File: src/rtl/sdram_arbiter_n.sv
// sdram_arbiter_n: N-client arbiter in front of a single-word SDRAM port.
//  - INIT  : the preload loader (init_*) is passed straight to the memory port.
//  - IDLE  : one arbitration cycle. Fixed-priority clients (HIPRI_MASK) win first.
//            The remaining clients are served round-robin.
//  - ACTIVE: the owner's slice drives mem_*. The owner may keep the grant for up to
//            MAX_BURST transactions with cl_hold.
// Ports:
//  clk, reset (sync, active-high)
//  init_addr/init_we/init_wrdata/init_ac/init_done : preload loader
//  rt_window : only fixed-priority clients may win a new grant while high
//  cl_req/cl_we/cl_hold/cl_addr/cl_wrdata/cl_be  : packed client requests (client k at slice k)
//  cl_grant/cl_ac/cl_rddata                      : grant one-hot, accept pulse, broadcast read data
//  in_init   : high in INIT
//  mem_*     : Avalon-like single-word memory port (mem_ac completes the transfer, same-cycle read data)
module sdram_arbiter_n #(
  parameter int                     NUM_CLIENTS = 4,
  parameter int                     ADDR_W      = 25,
  parameter int                     DATA_W      = 16,
  parameter int                     BE_W        = 2,
  parameter logic [NUM_CLIENTS-1:0] HIPRI_MASK  = NUM_CLIENTS'(4'b0011),
  parameter int                     MAX_BURST   = 16
) (
  input  logic                          clk,
  input  logic                          reset,
  input  logic [ADDR_W-1:0]             init_addr,
  input  logic                          init_we,
  input  logic [DATA_W-1:0]             init_wrdata,
  output logic                          init_ac,
  input  logic                          init_done,
  input  logic                          rt_window,
  input  logic [NUM_CLIENTS-1:0]        cl_req,
  input  logic [NUM_CLIENTS-1:0]        cl_we,
  input  logic [NUM_CLIENTS-1:0]        cl_hold,
  input  logic [NUM_CLIENTS*ADDR_W-1:0] cl_addr,
  input  logic [NUM_CLIENTS*DATA_W-1:0] cl_wrdata,
  input  logic [NUM_CLIENTS*BE_W-1:0]   cl_be,
  output logic [NUM_CLIENTS-1:0]        cl_grant,
  output logic [NUM_CLIENTS-1:0]        cl_ac,
  output logic [DATA_W-1:0]             cl_rddata,
  output logic                          in_init,
  output logic [ADDR_W-1:0]             mem_addr,
  output logic [BE_W-1:0]               mem_be,
  output logic                          mem_read,
  output logic                          mem_write,
  output logic [DATA_W-1:0]             mem_wrdata,
  input  logic                          mem_ac,
  input  logic [DATA_W-1:0]             mem_rddata
);

  localparam int IDX_W = (NUM_CLIENTS > 1) ? $clog2(NUM_CLIENTS) : 1;
  localparam int CNT_W = $clog2(MAX_BURST + 1);

  typedef enum logic [1:0] {S_INIT, S_IDLE, S_ACTIVE} state_t;

  state_t           state_q, state_d;
  logic [IDX_W-1:0] owner_q, owner_d;
  logic [IDX_W-1:0] rr_ptr_q, rr_ptr_d;
  logic [CNT_W-1:0] burst_cnt_q, burst_cnt_d;

  // Client slices viewed as packed arrays; element k is bits [k*W +: W].
  logic [NUM_CLIENTS-1:0][ADDR_W-1:0] addr_a;
  logic [NUM_CLIENTS-1:0][DATA_W-1:0] wdata_a;
  logic [NUM_CLIENTS-1:0][BE_W-1:0]   be_a;
  assign addr_a  = cl_addr;
  assign wdata_a = cl_wrdata;
  assign be_a    = cl_be;

  // Eligibility: the real-time window masks out everyone but the fixed-priority class.
  logic [NUM_CLIENTS-1:0] elig;
  for (genvar k = 0; k < NUM_CLIENTS; k++) begin : g_elig
    assign elig[k] = cl_req[k] & (HIPRI_MASK[k] | ~rt_window);
  end

  // Winner selection (meaningful only in IDLE).
  logic             sel_found;
  logic [IDX_W-1:0] sel_idx;
  logic [IDX_W-1:0] scan;
  int               s;

  always_comb begin
    sel_found = 1'b0;
    sel_idx   = '0;
    scan      = '0;
    s         = 0;
    // Downward scan so the lowest-index fixed-priority requester is the last one written.
    for (int i = NUM_CLIENTS - 1; i >= 0; i--) begin
      if (elig[i] && HIPRI_MASK[i]) begin
        sel_found = 1'b1;
        sel_idx   = IDX_W'(i);
      end
    end
    if (!sel_found) begin
      // Round-robin starts one past the last non-HIPRI owner; wrap by compare so
      // non-power-of-two client counts work.
      for (int i = 0; i < NUM_CLIENTS; i++) begin
        s = int'(rr_ptr_q) + 1 + i;
        if (s >= NUM_CLIENTS) s = s - NUM_CLIENTS;
        scan = IDX_W'(s);
        if (!sel_found && elig[scan] && !HIPRI_MASK[scan]) begin
          sel_found = 1'b1;
          sel_idx   = scan;
        end
      end
    end
  end

  logic own_req, own_hold, rt_cut, burst_room;
  assign own_req    = cl_req[owner_q];
  assign own_hold   = cl_hold[owner_q];
  // A raised window ends a non-HIPRI burst at the next boundary; no preemption mid-transfer.
  assign rt_cut     = rt_window & ~HIPRI_MASK[owner_q];
  assign burst_room = burst_cnt_q < CNT_W'(MAX_BURST - 1);

  // State register
  always_ff @(posedge clk) begin
    if (reset) begin
      state_q     <= S_INIT;
      owner_q     <= '0;
      rr_ptr_q    <= IDX_W'(NUM_CLIENTS - 1);
      burst_cnt_q <= '0;
    end else begin
      state_q     <= state_d;
      owner_q     <= owner_d;
      rr_ptr_q    <= rr_ptr_d;
      burst_cnt_q <= burst_cnt_d;
    end
  end

  // Next state
  always_comb begin
    state_d     = state_q;
    owner_d     = owner_q;
    rr_ptr_d    = rr_ptr_q;
    burst_cnt_d = burst_cnt_q;
    case (state_q)
      S_INIT: if (init_done) state_d = S_IDLE;
      S_IDLE: begin
        if (sel_found) begin
          state_d     = S_ACTIVE;
          owner_d     = sel_idx;
          burst_cnt_d = '0;
          if (!HIPRI_MASK[sel_idx]) rr_ptr_d = sel_idx;
        end
      end
      S_ACTIVE: begin
        if (mem_ac) begin
          if (own_hold && burst_room && !rt_cut) burst_cnt_d = burst_cnt_q + CNT_W'(1);
          else                                   state_d     = S_IDLE;
        end else if (!own_req && (!own_hold || rt_cut)) begin
          state_d = S_IDLE;
        end
      end
      default: state_d = S_INIT;
    endcase
  end

  // Outputs
  assign in_init   = (state_q == S_INIT);
  assign cl_rddata = mem_rddata;

  always_comb begin
    mem_addr   = '0;
    mem_wrdata = '0;
    mem_be     = '1;
    mem_read   = 1'b0;
    mem_write  = 1'b0;
    init_ac    = 1'b0;
    cl_ac      = '0;
    cl_grant   = '0;
    case (state_q)
      S_INIT: begin
        mem_addr   = init_addr;
        mem_wrdata = init_wrdata;
        mem_write  = init_we;
        init_ac    = mem_ac;
      end
      S_ACTIVE: begin
        cl_grant[owner_q] = 1'b1;
        mem_addr          = addr_a[owner_q];
        mem_wrdata        = wdata_a[owner_q];
        mem_be            = be_a[owner_q];
        mem_read          = own_req & ~cl_we[owner_q];
        mem_write         = own_req & cl_we[owner_q];
        cl_ac[owner_q]    = mem_ac;
      end
      default: ;
    endcase
  end

endmodule

File: config.mk
export PLATFORM = sky130hd
export DESIGN_NAME = sdram_arbiter_n
export DESIGN_NICKNAME = d
export VERILOG_FILES = /design/src/rtl/sdram_arbiter_n.sv
export SDC_FILE = /design/constraint.sdc
export NUM_CORES = 1
export LEC_CHECK = 0
export BUFFER_PORTS_ARGS = -buffer_cell sky130_fd_sc_hd__buf_4
export CORE_AREA = 2 2 122 124
export DETAILED_ROUTE_END_ITERATION = 16
export DIE_AREA = 0 0 124 126
export PLACE_DENSITY_LB_ADDON = 0.25
export SYNTH_ARGS = -nofsm -noshare
export SYNTH_HDL_FRONTEND = slang
export SYNTH_SLANG_ARGS = --single-unit
File: constraint.sdc
create_clock -name clk -period 4.7 [get_ports clk]
set_input_delay 0.47 -clock clk [delete_from_list [all_inputs] [get_ports clk]]
set_output_delay 0.47 -clock clk [all_outputs]
set_load 0.02 [all_outputs]
[After elaboration in Yosys (flattened, before gate mapping)]
Cells that the tools add are included.
Cells by class
  bitwise gates (word level): 10
  $lt $le $gt $ge: 12
  add/sub/neg operators: 9
  equality and inequality tests: 8
  reduce and logical (&&, ||, !) cells: 30
  mux-type cells: 77
Operator list (number)
  $bmux 25 s2: 1
  $pmux 25 s2: 1
  $mux 2: 20
  $bmux 16 s2: 1
  $pmux 16 s2: 1
  $mux 1: 28
  $bmux 1 s2: 13
  $mux 25: 1
  $lt 2x3->1 const B: 6
  $mux 16: 1
  $mux 5: 3
  $ge 4x3->1 const B: 3
  $logic_and 1x1->1: 12
  $logic_not 1->1: 11
  $pmux 5 s2: 1
  $add 3x2->4 const B: 2
  $mux 4: 2
  $ne 2x2->1 const B: 4
  $reduce_and 4->1: 2
  $sub 2x1->2 const B: 4
  $ne 3x3->1 const B: 2
  $pmux 2 s3: 1
  $add 5x1->5 const B: 1
  $and 1x1->1: 5
  other kinds (17): 20
Word-level totals
  register bits after elaboration: 11
  input port bits: 247
  output and inout port bits: 71
  logic and storage cells: 150

[Depth between registers and ports, before layout]
  word-level depth: 29
  depth in mapped cells: 5
  gate-level depth less buffers: 4

[Worst setup path after synthesis]
Ideal clock, no wire load.
  kind: flip-flop to output port
  start point: reg owner_q[0]
  end point: out mem_addr[12]
  stages on the path, launching flop included: 6
  required time: 4230 ps
  arrival: 1487 ps
  slack: 2743 ps
  path buffers: 2
  cell sequence: dfxtp_1 -> buf_4 -> buf_2 -> mux4_2 -> mux2i_1 -> nor2_1
Between the ends
  word-level cells in the longest chain between the ends: 3
RTL lines
  from (decl): RTL line 56  | logic [IDX_W-1:0] owner_q, owner_d;
  from (signal assigned): RTL line 123  | owner_q <= owner_d;
  $bmux 25 s2: RTL line 179  | mem_addr = addr_a[owner_q];
  $mux 25 (not written as such): RTL line 179
  $pmux 25 s2: RTL line 170  | case (state_q)
  to (decl): RTL line 41  | output logic [ADDR_W-1:0] mem_addr,
No other way between the ends. The select of a mux whose other input is x is not followed.

[Worst setup path in the final report]
  start point: reg owner_q[1]
  end point: out mem_addr[10]
The elaborated chain is that of the path after synthesis.

==> run metrics <==
minimum clock period 2.93 ns; io pins 318; post-layout util 0.331; pwr/cell area 154 nW/um2; gr usage total 0.146; worst rel slew slack 0.206; CTS tree yes; RSZ-0062 raised after global routing no; Worst-Skew Late Latency 0.24 ns; initial core utilization 0.175; total wire length 12.5 mm; Setup WS pre-CTS 2.04 ns; crit-path max FO 48; Worst-path clk slew 0.04 ns; Power Total 0.730 mW; PortBufs 285; core area 14300 um2; antenna viol nets, final 0; reg2reg setup slack 2.43 ns; # resized after CTS 0; Yosys warnings 0; Setup TNS Final 0 ns; pin count of the biggest net entering global routing 54; post-detail-place hpwl 10.3 mm; Post-CTS Hold Buffers 0; clk buf depth 2; Mapped Area 2500 um2; Layout Cells excl Fill 693; final setup vio count 0; register area share after synthesis 0.0881; clk sinks 11; Nets 758; Post-Synthesis Cells 258; first-pass GRT wire length 17.8 mm; final count of pins violating max slew 0; Max Freq 0.341 GHz; Antenna Cells 0; crit start category flop; max_cap viols 0; Slew @ Worst Pin 1.19 ns; Post-DP Area 4660 um2; H-tree lvl count 1; register bit total from synthesis 11; vias 3169; grt ovf 0; initial DRC count 102; DIE AREA 15600 um2; drt via density 4.57; outcome complete, no violations; Worst Hold Class primary input to flop; last weighted congestion value of the routability-driven placer 0.863; Min Hold Slack 0.462 ns; setup repair bufs after CTS 0; average wire per standard cell 18.0 um; hold path cells 2; worst ir drop on vdd 0.000201 V; Fin Clk Skew 0.000785 ns; placed cell count 689; area grow syn2layout 89.6%; DRC viols 0; Lkg Pwr 2.10 nW; Die Wd 124 um; Worst Path Required 4.23 ns; Mapped Nets 506; Setup CP Type flop to output port; CTS Root Cell clkbuf_16; Mean Syn Cell Area 9.69 um2; number of iterations in the first detailed-routing pass 4; Die Y-Extent 126 um; setup ws final 1.77 ns; final worst-path cycle share 0.624; post-route cell area 4740 um2; layout cell share with drive strength beyond 1 0.670; Reg2Reg Depth 4; row count 44; Netlist cell types 37; CP Capture Type output port; CP arrival 2.46 ns; final number of hold-violating endpoints 0; Num CTS Buffers 3; vias in the first global route 3177; initial antenna violation count 0
cell families after synthesis:
family,synth area share
AO/OA/AOI/OAI,0.0731
adder cells (fa/ha/maj),0.00500
buffers and inverters,0.0981
flip-flops,0.0881
multiplexers,0.578
AND/OR/NAND/NOR,0.158
cell usage after synthesis:
master | count | area share
nand2_1 | 8 | 0.012
nand2b_1 | 7 | 0.018
inv_1 | 4 | 0.0060
o41ai_1 | 1 | 0.0035
and3b_1 | 1 | 0.0035
mux2i_1 | 43 | 0.17
or3b_2 | 1 | 0.0035
o211ai_1 | 3 | 0.0090
buf_4 | 18 | 0.054
a41oi_1 | 2 | 0.0070
o31ai_1 | 1 | 0.0030
o21ai_0 | 1 | 0.0020
a31oi_1 | 4 | 0.010
nand3b_1 | 1 | 0.0030
nor2b_1 | 2 | 0.0050
buf_1 | 2 | 0.0030
nor2_1 | 51 | 0.077
clkbuf_1 | 10 | 0.015
a2bb2oi_1 | 1 | 0.0035
mux4_2 | 45 | 0.41
o22ai_1 | 1 | 0.0025
o21bai_1 | 1 | 0.0030
o311ai_0 | 1 | 0.0035
or3_1 | 2 | 0.0050
dfxtp_1 | 11 | 0.088
a21oi_1 | 6 | 0.012
a211oi_1 | 1 | 0.0030
nor3_1 | 6 | 0.012
o22a_1 | 1 | 0.0035
a311oi_1 | 1 | 0.0035
ha_1 | 1 | 0.0050
buf_2 | 10 | 0.020
nand4_1 | 1 | 0.0025
and2_1 | 1 | 0.0025
o21ba_2 | 1 | 0.0040
and3_1 | 2 | 0.0050
nand3_1 | 5 | 0.010
state kept, by name (all words and copies together) (netlist names):
| signal | count |
|---|---|
| owner_q | 2 |
| rr_ptr_q | 2 |
| state_q | 2 |
| burst_cnt_q | 5 |
path summary, 6_finish.rpt:
kind                            startpoint                          end
setup / recovery   owner_q[1]$_SDFFE_PP0P_                 mem_addr[10]
hold / removal                   cl_req[0]      owner_q[0]$_SDFFE_PP0P_
setup reg to reg   owner_q[1]$_SDFFE_PP0P_  burst_cnt_q[2]$_SDFFE_PP0P_
hold reg to reg   rr_ptr_q[1]$_SDFFE_PP1P_     rr_ptr_q[1]$_SDFFE_PP1P_
power by group:
group | switching (mW) | internal [mW] | leakage [nW]
logic | 0.187 | 0.267 | 1.97
clock network | 0.0424 | 0.114 | 0.0382
registers | 0.0247 | 0.0962 | 0.0911
cell type report:
cell class                 instances  area [um2]
tap                              184         230
timing repair buffer             287        2150
clock buffer                       4        78.8
multi-input combinational        203        2030
inverter                           4        15.0
fill                            1492        9570
sequential                        11         228
worst max-delay path: stages, from the launching register on:
cell	delay (ns)
dfxtp_2	1.10
buf_4	0.32
mux4_2	0.30
mux2i_1	0.19
nor2_1	0.07
buf_4	0.20
cells in the final DEF (no fill, tap or decap):
cell type and instances:
inv_1 4, o311ai_0 1, o211ai_1 3, clkbuf_16 3, o21ba_2 1, or3_1 2
or3b_2 1, a31oi_1 4, nand2b_1 7, dfxtp_4 1, a21oi_1 6, dfxtp_2 3
clkbuf_1 1, o22a_1 1, a311oi_1 1, and3b_1 1, o41ai_1 1, a2bb2oi_1 1
o22ai_1 1, a41oi_1 2, o31ai_1 1, mux2i_1 43, and3_1 2, mux4_2 45
nor2b_1 2, nand3b_1 1, ha_1 1, nor2_1 51, nor3_1 6, o21ai_0 1
and2_1 1, nand3_1 5, o21bai_1 1, buf_4 287, dfxtp_1 7, nand2_1 8
a211oi_1 1, nand4_1 1
layer usage:
layer,routed length (um),GRT usage,part of all wire,up-vias
met2,6900,0.284,0.55,146
met4,74,0.0159,0.0059,0
met5,0,0,0,-
met1,4470,0.166,0.36,1531
met3,1060,0.0267,0.085,6
li1,-,-,-,1486
Note: power is estimated with default switching activity, not from simulation.
